### config.mk
export PLATFORM = sky130hd
export DESIGN_NAME = sig16b_i2s_tx
export DESIGN_NICKNAME = d
export VERILOG_FILES = /design/src/rtl/sig16b_i2s_tx.sv
export SDC_FILE = /design/constraint.sdc
export NUM_CORES = 1
export LEC_CHECK = 0
export CORE_AREA = 4 4 79 118
export DETAILED_ROUTE_END_ITERATION = 12
export DIE_AREA = 0 0 83 122
export GPL_TIMING_DRIVEN = 0
export PLACE_DENSITY = 0.7
export SYNTH_ARGS = -nofsm -noshare
export SYNTH_HDL_FRONTEND = slang
export SYNTH_SLANG_ARGS = --single-unit
### constraint.sdc
create_clock -name clk -period 4.78 [get_ports clk]
set_input_delay 1.195 -clock clk [delete_from_list [all_inputs] [get_ports clk]]
set_output_delay 1.195 -clock clk [all_outputs]
set_load 0.03 [all_outputs]
### src/rtl/sig16b_i2s_tx.sv
// sig16b_i2s_tx: mono I2S-style transmitter for sign-magnitude 16-bit samples.
// Samples are buffered in a small FIFO, converted to two's complement when a
// frame starts, and sent MSB first in both the left and the right slot.
// Optional feature macro: SIG16B_TX_UNDERFLOW_HOLD_EN -- when defined, an
// underflow frame repeats the last converted word instead of sending zero.
module sig16b_i2s_tx #(
    parameter int BCLK_DIV   = 4,
    parameter int FIFO_DEPTH = 4
) (
    input  logic        clk,
    input  logic        rst,
    input  logic [15:0] sig16b,
    input  logic        sig16b_valid,
    output logic        sig16b_ready,
    output logic        bclk,
    output logic        lrclk,
    output logic        sdata,
    output logic        underflow
);

    localparam int DIV_W = (BCLK_DIV > 1) ? $clog2(BCLK_DIV) : 1;
    localparam int PTR_W = (FIFO_DEPTH > 1) ? $clog2(FIFO_DEPTH) : 1;
    localparam int CNT_W = PTR_W + 1;
    localparam logic [DIV_W-1:0] DIV_LAST = DIV_W'(BCLK_DIV - 1);

    logic [DIV_W-1:0] div_cnt;
    logic [4:0]       bit_cnt;
    logic [4:0]       bit_cnt_next;
    logic [15:0]      shift_reg;
    logic [15:0]      mem [FIFO_DEPTH];
    logic [PTR_W-1:0] wr_ptr;
    logic [PTR_W-1:0] rd_ptr;
    logic [CNT_W-1:0] count;
    logic             bclk_fall;
    logic             frame_start;
    logic             fifo_empty;
    logic             push;
    logic             pop;
    logic [15:0]      head_word;
    logic [15:0]      uf_word;
    logic [15:0]      frame_word;

    // Sign-magnitude to two's complement; negative zero naturally maps to 0.
    function automatic logic [15:0] to_twos(input logic [15:0] s);
        logic [15:0] mag;
        mag = {1'b0, s[14:0]};
        if (s[15]) begin
            return 16'h0000 - mag;
        end
        return mag;
    endfunction

    assign bclk_fall    = bclk && (div_cnt == DIV_LAST);
    assign bit_cnt_next = bit_cnt + 5'd1;
    assign frame_start  = bclk_fall && (bit_cnt == 5'd31);
    assign fifo_empty   = (count == '0);
    assign sig16b_ready = !rst && (count < CNT_W'(FIFO_DEPTH));
    assign push         = sig16b_valid && sig16b_ready;
    assign pop          = frame_start && !fifo_empty;
    assign head_word    = to_twos(mem[rd_ptr]);
    assign frame_word   = pop ? head_word : uf_word;

`ifdef SIG16B_TX_UNDERFLOW_HOLD_EN
    logic [15:0] last_word;

    // Remember the most recent converted word so an underflow frame can repeat it.
    always_ff @(posedge clk or posedge rst) begin
        if (rst) begin
            last_word <= 16'h0000;
        end else if (pop) begin
            last_word <= head_word;
        end
    end

    assign uf_word = last_word;
`else
    assign uf_word = 16'h0000;
`endif

    // Bit clock divider: bclk flips every BCLK_DIV clk cycles.
    always_ff @(posedge clk or posedge rst) begin
        if (rst) begin
            div_cnt <= '0;
            bclk    <= 1'b0;
        end else if (div_cnt == DIV_LAST) begin
            div_cnt <= '0;
            bclk    <= ~bclk;
        end else begin
            div_cnt <= div_cnt + DIV_W'(1);
        end
    end

    // Serializer: advances one slot bit per bclk falling edge, loading a new word at frame start.
    always_ff @(posedge clk or posedge rst) begin
        if (rst) begin
            bit_cnt   <= 5'd31;
            lrclk     <= 1'b0;
            sdata     <= 1'b0;
            shift_reg <= 16'h0000;
            underflow <= 1'b0;
        end else begin
            underflow <= frame_start && fifo_empty;
            if (bclk_fall) begin
                bit_cnt <= bit_cnt_next;
                lrclk   <= bit_cnt_next[4];
                if (frame_start) begin
                    sdata     <= frame_word[15];
                    shift_reg <= {frame_word[14:0], frame_word[15]};
                end else begin
                    sdata     <= shift_reg[15];
                    shift_reg <= {shift_reg[14:0], shift_reg[15]};
                end
            end
        end
    end

    // FIFO bookkeeping; a simultaneous push and pop leaves the occupancy unchanged.
    always_ff @(posedge clk or posedge rst) begin
        if (rst) begin
            wr_ptr <= '0;
            rd_ptr <= '0;
            count  <= '0;
        end else begin
            if (push) begin
                wr_ptr <= wr_ptr + PTR_W'(1);
            end
            if (pop) begin
                rd_ptr <= rd_ptr + PTR_W'(1);
            end
            if (push && !pop) begin
                count <= count + CNT_W'(1);
            end else if (pop && !push) begin
                count <= count - CNT_W'(1);
            end
        end
    end

    // FIFO storage; contents only matter once written, so no reset is needed.
    always_ff @(posedge clk) begin
        if (push) begin
            mem[wr_ptr] <= sig16b;
        end
    end

endmodule

; ---- Word level (Yosys, flattened, before mapping)
; Memory sizes are Yosys's and may differ from the RTL's.
; Index checks and enable logic that the tools add are counted.
[totals]
ram_bits = 64
mem_count = 1
ff_bits = 34
inputBits = 19
output_inout_bits = 5
wordCells = 47
[classes]
add_sub_neg = 7
n_eq_ne = 2
order_cmp = 1
bitwise = 1
n_reduce_logical = 14
muxes = 11
[mem_list]
columns = name, depth, word_bits, rd, rd_ports_with_merged_regs, write_ports, line
row1 = mem, 4, 16, 1, 0, 1, 30  ; logic [15:0] mem [FIFO_DEPTH];
[op_table]
columns = operator, count
row1 = 16-bit two-way mux, 4
row2 = 1-bit by 15-bit subtractor with 16-bit output (first input constant), 1
row3 = 1-bit logical AND, 8
row4 = 2-bit by 1-bit adder with 2-bit output (second input constant), 3
row5 = 3-bit two-way mux, 2
row6 = 5-bit by 1-bit adder with 5-bit output (second input constant), 1
row7 = 5-bit equality test (second input constant), 1
row8 = 1-bit zero test, 4
row9 = 1-bit two-way mux, 4
row10 = 3-bit by 1-bit adder with 3-bit output (second input constant), 1
row11 = 3-bit zero test, 1
row12 = 3-bit less-than comparator (second input constant), 1
row13 = 3-bit by 1-bit subtractor with 3-bit output (second input constant), 1
row14 = 2-bit equality test (second input constant), 1
row15 = 2-bit two-way mux, 1
row16 = 2-bit nonzero test, 1
row17 = 1-bit NOT, 1

; ---- Depth between registers and ports, before layout
; Gate-level depths: netlist (run 1).
[logic_depth]
ltp_word = 7
mapped_depth = 12
depth_no_buf = 10

; ---- Least setup slack after synthesis (run 1)
; Ideal clock, no wire load.
[synth_path]
kind = input-to-reg
start = input port rst
end = register count[2]
slack_ns = 1.702
t_arrival_ns = 2.999
setup_ns = 0.079
required_time_ns = 4.701
n_path_buf = 0
stages = 8
cell_sequence = nor2_1 -> and2_0 -> ha_1 -> inv_1 -> fa_1 -> xor2_1 -> nor2_1 -> xor2_1
[synth_via]
elab_chain_len = 6
elab_cells_between_ends = 8
cone_classes = 1 x mux / 7 x reduce/logical
[synth_rtl]
columns = item, line
row1 = "start, declared", 11  ; input logic rst,
row2 = 1-bit zero test (no line) (*), -
row3 = 1-bit logical AND (*), 57  ; assign sig16b_ready = !rst && (count < CNT_W'(FIFO_DEPTH));
row4 = 1-bit logical AND (*), 58  ; assign push = sig16b_valid && sig16b_ready;
row5 = named net push, 37  ; logic push;
row6 = 1-bit zero test, 132  ; end else if (pop && !push) begin
row7 = 1-bit logical AND, 132
row8 = 2-bit nonzero test (no line), -
row9 = "end signal, assigned", 131  ; count <= count + CNT_W'(1);
row10 = "end signal, assigned", 133  ; count <= count - CNT_W'(1);
row11 = "end, declared", 33  ; logic [CNT_W-1:0] count;
; Mark *: on every way through the listed nets, which the timed path passes. The rest lies on a longest branch.
; A chain may end at the register's enable or synchronous reset.

; ---- Worst setup path in the final report (run 1)
[layout_path]
start = input port rst
end = output port sig16b_ready
[layout_via]
elab_chain_len = 2
[layout_rtl]
columns = item, line
row1 = 1-bit zero test (no line), -
row2 = 1-bit logical AND, 57
row3 = "end, declared", 14  ; output logic sig16b_ready,
; Every way passes these cells.

==> results of run 1 <==
[worst min path at each step]
stage / startpoint / end / slack, ns / cells past startpoint
floorplan: div_cnt[0]$_DFF_PP0_ / div_cnt[0]$_DFF_PP0_ / 0.41 / 1
global placement: div_cnt[0]$_DFF_PP0_ / div_cnt[0]$_DFF_PP0_ / 0.42 / 1
detailed placement: div_cnt[0]$_DFF_PP0_ / div_cnt[0]$_DFF_PP0_ / 0.43 / 1
CTS: div_cnt[0]$_DFF_PP0_ / div_cnt[0]$_DFF_PP0_ / 0.44 / 1
global route: div_cnt[0]$_DFF_PP0_ / div_cnt[0]$_DFF_PP0_ / 0.46 / 1
finish: div_cnt[0]$_DFF_PP0_ / div_cnt[0]$_DFF_PP0_ / 0.43 / 1
[synthesized netlist by cell type (3+ instances only)]
cell,n,area [µm²]
edfxtp_1,64,1920
dfrtp_1,28,701
nand2_1,18,67.6
mux4_2,16,360
xnor2_1,15,131
a21oi_1,12,60.1
nor3b_1,11,82.6
o21ai_0,11,55.1
clkbuf_1,9,33.8
ha_1,9,113
nor2_1,9,33.8
inv_1,7,26.3
xor2_1,7,61.3
a31oi_1,6,37.5
o21ai_1,6,30.0
and3_1,5,31.3
dfstp_2,5,131
mux2i_1,5,50.1
nor2b_1,4,25.0
o31ai_1,4,30.0
buf_2,3,15.0
nand4_1,3,18.8
nor3_1,3,15.0
o41ai_2,3,48.8
[stage by stage]
stage	cell area, µm²	std cells
detailed placement	4590	410
CTS	4910	426
global placement	4590	410
global route	4940	427
finish	4940	427
floorplan	4230	280
[critical path, stage by stage]
cell             delay [ns]
clkdlybuf4s50_1        0.42
nor2_1                 0.25
clkdlybuf4s50_1        0.73
[cell type report]
cell class | count | area, µm² | area share (%)
Timing Repair Buffer | 24 | 258 | 5.22
Tap cell | 107 | 134 | 2.71
Sequential cell | 97 | 2750 | 55.7
Clock inverter | 6 | 88.8 | 1.80
Buffer | 13 | 60.1 | 1.22
Inverter | 7 | 26.3 | 0.532
Clock buffer | 10 | 229 | 4.64
Multi-Input combinational cell | 163 | 1390 | 28.1
[layer usage]
metal	track usage, %	routed length, µm	share of wire (%)
met5	0	0	0
met4	8.49	215	3.0
met3	2.77	211	3.0
met2	26.1	3830	54
met1	17.2	2860	40
[report_power, final]
| part | internal [mW] | switching, mW | total, mW |
|---|---|---|---|
| registers | 0.954 | 0.0318 | 0.986 |
| logic | 0.0762 | 0.0995 | 0.176 |
| clock network | 0.461 | 0.293 | 0.754 |
[logic make-up (layout without fill, tap and decap cells)]
kind of cell	Yosys count	count (layout)	share of synthesized area [%]
compound gates	44	44	6.60
xor+xnor	22	22	4.55
fa+ha+maj	10	10	3.14
buf+inv	20	60	2.04
flops	97	97	65.1
mux	23	23	10.2
simple gates	64	64	8.34
==> results.ini, run 1 <==
[clock_network]
cts_setup_buffers=0
root_buffer=clkbuf_16
cts_max_path_buffers=2
cts_resized=0
cts_tree=yes
clk_pin_slew_worst_paths_ns=0.07
cts_max_level=3
insertion_delay_ns=0.33
cts_buffers=9
cts_hold_buf=0
cts_sinks=97

[yosys]
synth_edf_count=64
syn-num-nets=309
syn-instance-count=280
synthDistinctLibCells=36
ys_ff_latch=97
yosysSeqAreaShare_pct=65.1
synth.avg_cell_area_um2=15.1
yosysWarnings=0
synth-async-reset-ratio_pct=34.0
synth_ff_type=edfxtp_1
synth_area_um2=4230

[worst_setup_path]
cp.required_ns=3.59
cp-start-kind=input pin
critical_path_arrival_ns=2.60
cp-startpoint=rst
reg2reg_depth=10
crit_end=sig16b_ready
worstReg2RegEnd=shift_reg[15]$_DFFE_PP0P_
reg2reg_from=rd_ptr[1]$_DFFE_PP0P_
path_max_fanout=6
crit_path_end_kind=primary output
ff2ff_setup_slack_ns=1.56
setup.worst_path.class=in -> out

[drt]
wire_per_inst_um=16.7
drtAntennaViolNets=0
vias=2384
via_per_inst=5.58
drt_first_pass_iters=4
drt_iter0_markers=108
drc=0
routed_wirelength_um=7120

[place]
place_ws_ns=0.975
gp_congestion=0.820
portBuffers=23
hpwl_um=5030

[floorplanning]
num_rows=41
die_y_um=122
initial_core_util_pct=50.9
io_pins=24
die_area_um2=10100
core_um2=8310
dieWidth_um=83

[grt]
grt_use_total_pct=14.9
grt_start_max_net_pins=34
grt_overflow=0
antenna_found_initial=0
grt_first_pass_wirelength_um=11700
grt_pass1_vias=2458

[layout]
largest_register_ffs=64
layout_common_cells=64 x edfxtp_1, 28 x dfrtp_1, 23 x clkdlybuf4s50_1, 18 x nand2_1, 16 x mux4_2
drive_gt1_share_pct=15.0
nets=344
diodes=0
area_delta_synth_final_pct=16.8
mostFrequentLayoutCell=edfxtp_1
final_core_util_pct=59.4
n_fill_cell=657

[timing]
fmax_mhz=263
setup_ws_ns=0.982
finalHoldViolCount=0
maxSlewViolCount=0
setup_viol=0
fin_skew_ns=0.00902
tns_ns=0
grt_setup_unrepaired=false
relSlewSlack_pct=42.9
period_minus_slack_ns=3.80
fin_crit_sh_pct=79.5
holdWs_ns=0.431
tightestPinTransition_ns=0.856

[pwr]
leakagePower_nw=1.75
finalPower_mw=1.92
p_per_area_nw_per_um2=388
ir_worst_vdd_uv=262

[min_path]
min_path_type=reg -> reg

[status]
status=finished clean

[flow_run]
maxCapViolCount=0

No activity file was read; power rests on OpenSTA's default activity.
==> run 2: changes to the inputs <==
Settings changed: PLACE_DENSITY 0.7 to 0.72.
Clock period 4.78 ns to 3.2 ns, I/O delays scaled along.
==> results.ini, run 2 (same netlist as run 1, synthesis figures left out) <==
[grt]
grt_first_pass_wirelength_um=12200
grt_pass1_vias=2554
grt_start_max_net_pins=34
grt_overflow=0
antenna_found_initial=0
grt_use_total_pct=15.9

[place]
dp.cells=410
portBuffers=23
hpwl_um=5270
place_ws_ns=0.00589
gp_congestion=0.804

[worst_setup_path]
cp.required_ns=2.40
reg2reg_depth=9
cp-start-kind=input pin
crit_path_end_kind=primary output
path_max_fanout=6
setup.worst_path.class=in -> out
critical_path_arrival_ns=2.27

[layout]
layout_common_cells=64 x edfxtp_1, 28 x dfrtp_1, 23 x clkdlybuf4s50_1, 18 x nand2_1, 16 x mux4_2
final_core_util_pct=59.1
drive_gt1_share_pct=15.1
multi_input_comb_area_um2=1390
diodes=0
layout.cells.non_filler=425
area_delta_synth_final_pct=16.1
largest_register_ffs=64
nets=342
seqCellArea_um2=2750
n_fill_cell=631
mostFrequentLayoutCell=edfxtp_1

[drt]
wire_per_inst_um=17.4
via_per_inst=5.62
drt_iter0_markers=106
vias=2387
drtAntennaViolNets=0
drc=0
drt_first_pass_iters=4
routed_wirelength_um=7410

[flow_run]
maxCapViolCount=0

[clock_network]
root_buffer=clkbuf_16
cts_sinks=97
cts_max_level=3
insertion_delay_ns=0.34
cts_tree=yes
cts_max_path_buffers=2
clk_pin_slew_worst_paths_ns=0.06
cts_buffers=9

[timing]
period_minus_slack_ns=3.07
fin_crit_sh_pct=95.8
setup_viol=0
holdWs_ns=0.429
setup_ws_ns=0.134
grt_setup_unrepaired=false
tightestPinTransition_ns=0.907
maxSlewViolCount=0
relSlewSlack_pct=39.5
fin_skew_ns=0.00481
fmax_mhz=326
finalHoldViolCount=0

[floorplanning]
dieWidth_um=83
die_area_um2=10100
io_pins=24
core_um2=8310
initial_core_util_pct=50.9
die_y_um=122
num_rows=41

[pwr]
ir_worst_vdd_uv=384
leakagePower_nw=1.73
p_per_area_nw_per_um2=567

[min_path]
hold_depth=1
min_path_type=reg -> reg

[status]
status=finished clean

[run 2: changes by cell type in the layout (fill, tap and decap cells not counted)]
cell,change
clkbuf_1,-3
clkinvlp_4,+2
buf_2,-1
bufinv_16,-1
clkbuf_2,+1
clkinv_1,+1
clkinv_2,-1
clkinv_4,+1
inv_8,-1
[run 2: final timing paths]
path                                       startpoint  slack, ns                   endpoint
worst max-delay path                              rst       0.13               sig16b_ready
worst min-delay path             div_cnt[0]$_DFF_PP0_       0.43       div_cnt[0]$_DFF_PP0_
worst max register to register  rd_ptr[1]$_DFFE_PP0P_       0.20  shift_reg[15]$_DFFE_PP0P_
worst min register to register   div_cnt[0]$_DFF_PP0_       0.43       div_cnt[0]$_DFF_PP0_
max in group asynchronous                         rst       1.92     bit_cnt[4]$_DFFE_PP1P_
min in group asynchronous                         rst       0.77      wr_ptr[0]$_DFFE_PP0P_
[run 2: power by group]
part	internal (mW)	total (mW)	switching [mW]	leakage, nW
Sequential	1.43	1.47	0.0479	1.00
Clock	0.604	1.05	0.447	0.137
Combinational	0.112	0.262	0.150	0.589
Total	2.14	2.79	0.644	1.73
[run 2: timing repair]
| action | CTS | global route |
|---|---|---|
| gates resized for setup | 0 | 2 |
| setup endpoints to repair | 3 | 6 |
| buffers inserted | 0 | 0 |
| hold buffers | 0 | 0 |
[run 2: final cells by class]
| cell class | count | share of cell area [%] |
|---|---|---|
| Inverter | 7 | 0.535 |
| Timing Repair Buffer | 24 | 5.25 |
| Tap cell | 107 | 2.73 |
| Multi-Input combinational cell | 163 | 28.3 |
| Buffer | 11 | 1.07 |
| Clock buffer | 9 | 4.59 |
| Clock inverter | 7 | 1.43 |
| Sequential cell | 97 | 56.1 |
[run 2: critical path, stage by stage]
cell and delay, ns:
clkdlybuf4s50_1 0.43, nor2_1 0.29, clkdlybuf4s50_1 0.75
[run 2: metal layers]
| layer | GRT usage (%) | vias up | wire [µm] |
|---|---|---|---|
| li1 | - | 1133 | - |
| met5 | 0 | - | 0 |
| met3 | 4.53 | 14 | 227 |
| met1 | 17.0 | 1200 | 3020 |
| met2 | 28.2 | 40 | 3980 |
| met4 | 8.69 | 0 | 187 |
[run 2: stage by stage]
step	setup TNS [ns]	area (µm²)	power, mW
floorplan	0	4230	1.66
global placement	-0.0472	4590	1.74
detailed placement	0	4590	1.76
CTS	0	4890	2.81
global route	0	4910	2.90
finish	0	4910	2.79
==> run 3: changes to the inputs <==
Settings changed: CORE_AREA 4 4 79 118 to 2 2 77 116, DIE_AREA 0 0 83 122 to 0 0 79 118.
==> results.ini, run 3 (same netlist as run 1, synthesis figures left out) <==
[pwr]
p_per_area_nw_per_um2=572
leakagePower_nw=1.74
ir_worst_vdd_uv=557

[timing]
fmax_mhz=334
fin_crit_sh_pct=93.6
setup_viol=0
fin_skew_ns=0.00588
maxSlewViolCount=0
holdWs_ns=0.431
finalHoldViolCount=0
period_minus_slack_ns=2.99
tightestPinTransition_ns=0.876
relSlewSlack_pct=41.6
grt_setup_unrepaired=false

[place]
gp_congestion=0.854
placed_area_um2=4590
portBuffers=23
hpwl_um=5170

[clock_network]
root_buffer=clkbuf_16
cts_setup_buffers=0
cts_buffers=9
insertion_delay_ns=0.34
clk_pin_slew_worst_paths_ns=0.07
cts_max_path_buffers=2
cts_sinks=97
cts_hold_buf=0
cts_max_level=3
cts_tree=yes

[drt]
highest_layer=met4
drtAntennaViolNets=0
routed-wl-met2_um=3960
drc=0
vias=2346
wl_met3_um=224
routed_wirelength_um=7250
wl_met1_um=2940
wire_per_inst_um=17.1
drt_iter0_markers=112
via_per_inst=5.52
drt_first_pass_iters=4

[layout]
final_core_util_pct=59.2
mostFrequentLayoutCell=edfxtp_1
drive_gt1_share_pct=16.4
diodes=0
nets=342
design_area_um2=4920
layout_common_cells=64 x edfxtp_1, 27 x dfrtp_1, 23 x clkdlybuf4s50_1, 18 x nand2_1, 16 x mux4_2
area_delta_synth_final_pct=16.3
largest_register_ffs=64

[worst_setup_path]
reg2reg_from=bit_cnt[0]$_DFFE_PP1P_
cp-start-kind=input pin
cp.required_ns=2.40
path_max_fanout=6
reg2reg_depth=10
setup.worst_path.class=in -> out
ff2ff_setup_slack_ns=0.30
worstReg2RegEnd=count[1]$_DFFE_PP0P_
crit_end=sig16b_ready
critical_path_arrival_ns=2.19
crit_path_end_kind=primary output
cp-startpoint=rst

[floorplanning]
core_um2=8310
dieWidth_um=79
io_pins=24
die_area_um2=9320
initial_core_util_pct=50.9
num_rows=41
die_y_um=118

[status]
status=finished clean

[grt]
grt_overflow=0
grt_pass1_vias=2471
grt_first_pass_wirelength_um=12200
grt_use_total_pct=17.5
grt_start_max_net_pins=34
antenna_found_initial=0

[min_path]
min_path_type=reg -> reg

[flow_run]
maxCapViolCount=0

-- run 3: cell count changes in the layout (fill, tap and decap cells not counted), sizes merged --
cell	before	now
inv	7	8
clkinv	4	3
-- run 3: worst min-delay path by stage --
stage	end	startpoint	cells after the start	slack, ns
6_report	div_cnt[0]$_DFF_PP0_	div_cnt[0]$_DFF_PP0_	1	0.43
3_5_place_dp	div_cnt[0]$_DFF_PP0_	div_cnt[0]$_DFF_PP0_	1	0.43
4_1_cts	div_cnt[0]$_DFF_PP0_	div_cnt[0]$_DFF_PP0_	1	0.44
3_3_place_gp	div_cnt[0]$_DFF_PP0_	div_cnt[0]$_DFF_PP0_	1	0.42
5_1_grt	div_cnt[0]$_DFF_PP0_	div_cnt[0]$_DFF_PP0_	1	0.47
2_1_floorplan	div_cnt[0]$_DFF_PP0_	div_cnt[0]$_DFF_PP0_	1	0.41
-- run 3: cell type report --
type	instances	area [µm²]
Multi-Input combinational cell	163	1390
Clock inverter	7	78.8
Tap cell	107	134
Sequential cell	97	2760
Timing Repair Buffer	24	258
Fill cell	663	3390
Clock buffer	9	225
Buffer	11	53.8
Inverter	7	26.3
-- run 3: what timing repair did --
action / in CTS / in global routing
endpoints found under the setup margin: 2 / 5
pin swaps: 0 / 0
cloned: 0 / 0
gates resized for setup: 0 / 5
-- run 3: worst max-delay path, stage by stage --
cell             delay [ns]
clkdlybuf4s50_1        0.42
nor2_1                 0.24
clkdlybuf4s50_1        0.73
-- run 3: metal layers --
| layer | vias up | global-route usage [%] |
|---|---|---|
| met5 | - | 0 |
| li1 | 1134 | - |
| met1 | 1167 | 20.1 |
| met3 | 8 | 3.45 |
| met2 | 37 | 30.9 |
| met4 | 0 | 7.87 |
-- run 3: stage by stage --
stage | std cells | TNS (ns) | setup WS (ns) | power (mW)
global placement | 410 | -0.0105 | -0.00969 | 1.74
finish | 425 | 0 | 0.205 | 2.81
detailed placement | 410 | -0.0676 | -0.0404 | 1.76
floorplan | 280 | 0 | 0.361 | 1.66
CTS | 425 | 0 | 0.00807 | 2.84
global route | 425 | 0 | 0.124 | 2.93
-- run 3: report_power, final --
part / switching, mW / internal [mW] / total (mW) / leakage, nW
clock network: 0.467 / 0.613 / 1.08 / 0.144
logic: 0.149 / 0.113 / 0.263 / 0.592
registers: 0.0458 / 1.42 / 1.47 / 1.00
